### config.mk
export PLATFORM = sky130hd
export DESIGN_NAME = count_enable_ctrl
export DESIGN_NICKNAME = d
export VERILOG_FILES = /design/src/rtl/count_enable_ctrl.sv
export SDC_FILE = /design/constraint.sdc
export NUM_CORES = 1
export LEC_CHECK = 0
export ABC_AREA = 1
export BUFFER_PORTS_ARGS = -buffer_cell sky130_fd_sc_hd__buf_2
export CAP_MARGIN = 0
export CORE_MARGIN = 5
export CORE_UTILIZATION = 53
export DETAILED_ROUTE_END_ITERATION = 8
export HOLD_SLACK_MARGIN = 0.08
export PLACE_DENSITY = 0.74
export SETUP_SLACK_MARGIN = 0.1
export SYNTH_ARGS = -nofsm -noshare
export SYNTH_HDL_FRONTEND = slang
export SYNTH_SLANG_ARGS = --single-unit
### constraint.sdc
create_clock -name clk -period 1.8 [get_ports clk]
set_input_delay 0.36 -clock clk [delete_from_list [all_inputs] [get_ports clk]]
set_output_delay 0.36 -clock clk [all_outputs]
set_load 0.005 [all_outputs]
### src/rtl/count_enable_ctrl.sv
// -----------------------------------------------------------------------------
// count_enable_ctrl
//   Run/step/halt controller that produces the registered one-cycle enable
//   strobe for the downstream 8-bit binary counter.
//
//   Modes:
//     IDLE : waiting; a step rising edge fires a single pulse, run starts RUN.
//     STEP : one-cycle state during which enable is high.
//     RUN  : free-running, one pulse every prescale+1 cycles.
//     HALT : enable forced low; leaves only when halt and run are both low.
//
//   Optional feature (macro STEP_DEBOUNCE_EN):
//     step goes through a 2-flop synchronizer and a stability filter that
//     changes only after DEBOUNCE_CYCLES consecutive identical samples.
//     Without the macro, step is assumed synchronous to clk.
//
//   Parameters:
//     PRESCALE_W      width of prescale input and internal prescale counter
//     DEBOUNCE_CYCLES stable samples required on step (debounce build, 1..255)
//
//   Ports:
//     clk       in   clock, all logic on posedge
//     reset     in   synchronous active-high reset
//     run       in   level, requests free-running mode
//     step      in   level, each rising edge requests one pulse while idle
//     halt      in   level, forces HALT; priority over run and step
//     prescale  in   RUN pulse period minus one, sampled every cycle
//     enable    out  registered one-cycle strobe to the counter
//     running   out  high while in RUN
//     halted    out  high while in HALT
// -----------------------------------------------------------------------------
module count_enable_ctrl #(
    parameter int PRESCALE_W      = 8,
    parameter int DEBOUNCE_CYCLES = 4
) (
    input  logic                  clk,
    input  logic                  reset,
    input  logic                  run,
    input  logic                  step,
    input  logic                  halt,
    input  logic [PRESCALE_W-1:0] prescale,
    output logic                  enable,
    output logic                  running,
    output logic                  halted
);

    localparam logic [1:0] S_IDLE = 2'd0;
    localparam logic [1:0] S_STEP = 2'd1;
    localparam logic [1:0] S_RUN  = 2'd2;
    localparam logic [1:0] S_HALT = 2'd3;

    logic [1:0]            state;
    logic [PRESCALE_W-1:0] pre_cnt;
    logic                  step_src;
    logic                  step_d;
    logic                  step_rise;

`ifdef STEP_DEBOUNCE_EN
    // Synchronizer and filter reset high so a step held through reset
    // never looks like a fresh rising edge.
    logic       step_s1;
    logic       step_s2;
    logic       step_filt;
    logic [7:0] stab_cnt;

    always_ff @(posedge clk) begin
        if (reset) begin
            step_s1   <= 1'b1;
            step_s2   <= 1'b1;
            step_filt <= 1'b1;
            stab_cnt  <= '0;
        end else begin
            step_s1 <= step;
            step_s2 <= step_s1;
            // stab_cnt counts consecutive samples that disagree with the
            // filtered value; any agreeing sample restarts the count.
            if (step_s2 == step_filt) begin
                stab_cnt <= '0;
            end else if (stab_cnt == 8'(DEBOUNCE_CYCLES - 1)) begin
                step_filt <= step_s2;
                stab_cnt  <= '0;
            end else begin
                stab_cnt <= stab_cnt + 8'd1;
            end
        end
    end

    assign step_src = step_filt;
`else
    assign step_src = step;
`endif

    assign step_rise = step_src & ~step_d;

    always_ff @(posedge clk) begin
        if (reset) begin
            state   <= S_IDLE;
            enable  <= 1'b0;
            pre_cnt <= '0;
            step_d  <= 1'b1;
        end else begin
            step_d <= step_src;
            if (halt) begin
                state   <= S_HALT;
                enable  <= 1'b0;
                pre_cnt <= '0;
            end else begin
                case (state)
                    S_IDLE: begin
                        enable <= 1'b0;
                        // run takes precedence; a coincident step is dropped
                        if (run) begin
                            state   <= S_RUN;
                            pre_cnt <= '0;
                        end else if (step_rise) begin
                            state  <= S_STEP;
                            enable <= 1'b1;
                        end
                    end
                    S_STEP: begin
                        state  <= S_IDLE;
                        enable <= 1'b0;
                    end
                    S_RUN: begin
                        if (!run) begin
                            state   <= S_IDLE;
                            enable  <= 1'b0;
                            pre_cnt <= '0;
                        end else if (pre_cnt >= prescale) begin
                            // >= so a prescale lowered below pre_cnt fires
                            // immediately instead of wrapping around
                            enable  <= 1'b1;
                            pre_cnt <= '0;
                        end else begin
                            enable  <= 1'b0;
                            pre_cnt <= pre_cnt + 1'b1;
                        end
                    end
                    default: begin // S_HALT
                        enable <= 1'b0;
                        if (!run) state <= S_IDLE;
                    end
                endcase
            end
        end
    end

    assign running = (state == S_RUN);
    assign halted  = (state == S_HALT);

endmodule

* Word-level counts from Yosys, hierarchy flattened *
Cells that the tools add are included.

storage, ports and cells
  memories kept = 0
  input bits = 13
  latch bits = 0
  bits in registers = 12
  RAM bits = 0
  word-level logic and storage cells = 33
  bits in read-only memories = 0

operators by class
  add/sub/neg operators = 1
  mux-type cells = 14
  equal/unequal tests = 6
  reduce and logical (&&, ||, !) cells = 5
  divide/modulo/power cells = 0
  $mul = 0
  magnitude comparators = 1
  bitwise gates (word level) = 2
  shift-type cells = 0

operator list
  cell                   count
  $mux W8                3
  $pmux W8 S2            1
  $add A8 B1 Y8 const B  1
  $ge A8 B8 Y1           1
  $mux W2                4
  $eq A2 B2 Y1 const B   2
  $mux W1                4
  $ne A4 B1 Y1 const B   1
  $ne A4 B4 Y1 const B   1
  $pmux W2 S2            1
  $reduce_and A2 Y1      2
  $eq A2 B1 Y1 const B   1
  $logic_not A2 Y1       1
  $ne A2 B2 Y1 const B   1
  $pmux W1 S2            1
  $reduce_bool A2 Y1     1
  $reduce_or A2 Y1       1
  $and A1 B1 Y1          1
  $not A1 Y1             1

* Longest topological paths before layout *
  depth in word-level cells = 6
  depth in mapped cells = 11
  depth with buffers taken out = 11

* Least setup slack after synthesis *
No wires, ideal clock.

  path type = input-to-reg
  from = input prescale[7]
  to = register pre_cnt[2]
  arrival time = 1256 ps
  slack = 474 ps
  library setup time = 70 ps
  cell stages on the path = 6
  data required time = 1730 ps
  path through = inv_1 > ha_1 > a21o_1 > nor2_8 > nand3_1 > a21oi_1

between the ends
  word-level cells in the longest chain between the ends = 4

ends and longest elaborated chain
  what                  line  RTL
  start, declared       41    input logic [PRESCALE_W-1:0] prescale,
  $ge A8 B8 Y1          129   end else if (pre_cnt >= prescale) begin
  $mux W8               129
  $mux W8               125   if (!run) begin
  $pmux W8 S2           108   case (state)
  end signal, assigned  136   pre_cnt <= pre_cnt + 1'b1;
  end, declared         53    logic [PRESCALE_W-1:0] pre_cnt;

Every way passes these cells.
A chain may end at the register's enable or synchronous reset.

* Worst setup path after layout *
  from = register pre_cnt[5]
  to = register pre_cnt[5]

between the ends
  word-level cells in the longest chain between the ends = 4
  elaborated cells between the ends (all ways) = 5
  those cells by class = 1 x add/sub; 1 x order compare; 3 x mux

ends and longest elaborated chain
  what                                                  line
  $add A8 B1 Y8 / $ge A8 B8 Y1 (equally long branches)  136, 129
  $mux W8 (*)                                           129
  $mux W8 (*)                                           125
  $pmux W8 S2 (*)                                       108

Every way passes the cells marked *; elsewhere a longest branch is shown, timed or not.

==> results.tsv <==
stage	metric	value	unit
outcome	outcome	finished clean	
clock_tree	cts-root-buf	clkbuf_4	
die	num_rows	14	
clock_tree	clock-sinks	12	
worst_setup_path	slowest_stage	dfxtp_1	
global_routing	grt_pass1_wl	3215	um
worst_setup_path	crit_type	register to register	
yosys	ys.flop_type	dfxtp_1	
yosys	synth_top_area_cell	dfxtp_1	
global_routing	grt_max_degree	9	
worst_setup_path	cp_cell_sequence	ha_1 > a21oi_1 > nor2_2 > nor2_8 > nand4_1 > a21oi_1	
die	core-area	0.001541	mm^2
worst_setup_path	rrSetupSlack	310	ps
timing	post-route-period-util	0.8272	
drt	drtPass1Iterations	4	
timing	rsz0062_at_grt	no	
final_layout	num-fill-cells	138	
die	start_util	0.5657	
placement	dp_hpwl	1413	um
global_routing	grt_pass1_vias	797	
die	dieArea	0.002557	mm^2
yosys	yosysWarnings	0	
clock_tree	cts_tree	yes	
power	leakage	0.0005025	uW
yosys	ys_ff_latch	12	
placement	gp_routability_congestion	0.8325	
drt	ant_nets	0	
drt	drt-total-wl	1819	um
clock_tree	clock_path_buffers	2	
yosys	netlist_area	872.1	um^2
worst_setup_path	cpMostUsedCell	a21oi_1	
clock_tree	clk_pin_slew_worst_paths	90	ps
yosys	async_reset_ff_frac	0	
clock_tree	postCtsHoldBufs	0	
final_layout	area_growth	15.06	%
global_routing	overflow	0	
final_layout	final_cell_count_no_fill	161	
timing	clock-skew-final	1.978	ps
yosys	synth_cell_types	23	
yosys	syn_area_per_cell	6.921	um^2
clock_tree	h-tree-depth	1	
global_routing	antenna_found_initial	0	
yosys	synth-edff-count	0	
timing	setup_viol	0	
power	ir_drop	520.7	uV
yosys	synth_area_leaders	dfxtp_1 (28%), ha_1 (13%), nand2_1 (13%)	
global_routing	track_usage	0.1605	
worst_setup_path	worstPathRequired	2000	ps
timing	post-route-min-period	1489	ps
timing	max-slew-margin-rel	0.7454	
yosys	syn_inst	126	
yosys	synth.most_common_cell	nand2_1	
worst_setup_path	max_stage_delay	480	ps
min_path	hp-class	primary input to register	
worst_setup_path	cp-end-kind	register	
power	powerDensity	568.3	mW/mm^2
drt	drcViolationCount	0	
die	die_width	50.57	um
placement	place_inst	157	
die	die_h	50.57	um
worst_setup_path	crit_arrival	1690	ps
placement	portBuffers	15	
worst_setup_path	startpoint_type	register	
worst_setup_path	cp_top_family	flip-flops	
yosys	syn_nets	148	
clock_tree	cts_setup_buffers	0	
timing	max_freq	671.6	MHz
timing	worstMarginPinSlew	380.5	ps
clock_tree	cts_buffers	3	
drt	vias	836	
final_layout	diodes	0	
clock_tree	cts_resized	0	
worst_setup_path	cp.buffers_inverters	0	
final_layout	drive_above_1_share	0.2345	
die	num_io_pins	16	
timing	tns	0	ps
final_layout	nNetsFinal	168	
timing	final_max_slew_viol_count	0	
clock_tree	clock_latency	270	ps
timing	finalHoldViolations	0	
worst_setup_path	cp_max_fo	8	
yosys	synth_common_cells	nand2_1 (30), inv_1 (20), dfxtp_1 (12)	
run	maxCapViolCount	0	
drt	via_per_inst	5.193	
yosys	yosysSeqAreaShare	0.2755	
yosys	synth_top_area_frac	0.2755	
drt	wl_per_cell	11.30	um
final_layout	fin_util	0.6510	
drt	first_iter_violations	22	
worst reg2reg max path, cell delays in order, from the launching register on:
cell and delay, ps:
dfxtp_1 480, ha_1 300, a21oi_1 170, nor2_2 90, nor2_8 140, nand4_1 110, a21oi_1 140
kinds of logic (layout without fill, tap and decap cells):
family	Yosys count	after routing	share of synthesized area
AOI/OAI and AO/OA	18	18	0.1119
xor gates and xnor gates	1	1	0.01004
DFF	12	12	0.2755
adders and majority gates	9	9	0.1291
buffers and inverters	24	43	0.1033
and+or+nand+nor	62	62	0.3702
worst paths after layout:
path,from,end,depth (start not counted)
max,pre_cnt[5]$_SDFFE_PP0P_,pre_cnt[5]$_SDFFE_PP0P_,6
min,reset,state[0]$_SDFFE_PP0P_,2
max reg2reg,pre_cnt[5]$_SDFFE_PP0P_,pre_cnt[5]$_SDFFE_PP0P_,6
min reg2reg,pre_cnt[7]$_SDFFE_PP0P_,pre_cnt[7]$_SDFFE_PP0P_,2
cell usage in the layout (no fill, tap or decap):
master / Yosys / routed
inv_2: 4 / 4
nand3_1: 5 / 5
nor2_2: 1 / 1
buf_2: 0 / 15
o21ai_1: 1 / 1
or2_2: 1 / 1
a31o_1: 1 / 1
nor2_8: 1 / 1
nor2_1: 9 / 9
nor2_4: 3 / 3
a31oi_1: 1 / 1
nand3b_1: 1 / 1
nand2_4: 1 / 1
nand2_1: 30 / 30
clkbuf_4: 0 / 3
nand2_2: 3 / 3
nand4_1: 6 / 6
o21ai_0: 3 / 3
dfxtp_1: 12 / 12
inv_1: 20 / 20
nand3_2: 1 / 1
a21oi_1: 11 / 11
ha_1: 9 / 9
clkbuf_8: 0 / 1
xor2_1: 1 / 1
a21o_1: 1 / 1
routing by layer:
layer	global-route usage	vias to the layer above	wire length, um
met5	0	-	0
met4	0.05532	0	2
met3	0.04438	2	114
met2	0.2541	30	865
met1	0.2071	361	838
li1	-	443	-
power by group:
| group | internal [uW] | switching, uW | leakage, uW |
|---|---|---|---|
| Sequential | 270 | 4.86 | 0.0000976 |
| Combinational | 30.0 | 43.9 | 0.000384 |
| Clock | 123 | 98.5 | 0.0000210 |
per-stage QoR:
step | power (uW) | hold WS (ps) | setup WS, ps | area (um^2)
6_report | 570.3 | 279.0 | 311.0 | 1003
5_1_grt | 608.9 | 270.2 | 164.2 | 1003
4_1_cts | 574.2 | 274.9 | 308.4 | 1003
3_5_place_dp | 355.8 | 511.8 | 297.6 | 967.2
3_3_place_gp | 352.3 | 497.1 | 320.7 | 967.2
2_1_floorplan | 327.7 | 429.1 | 474.4 | 872.1
registers in the layout (all words and copies together), names as in the netlist:
register  flops
state         2
enable        1
pre_cnt       8
step_d        1
final cells by class:
type	count	area (um^2)	share of cell area
Clock buffer	4	36.28	0.03616
Sequential cell	12	240.2	0.2394
Timing Repair Buffer	15	75.07	0.07481
Multi-Input combinational cell	90	541.8	0.5399
Inverter	24	90.09	0.08978
Tap cell	16	20.02	0.01995
No activity file was read; power rests on OpenSTA's default activity.
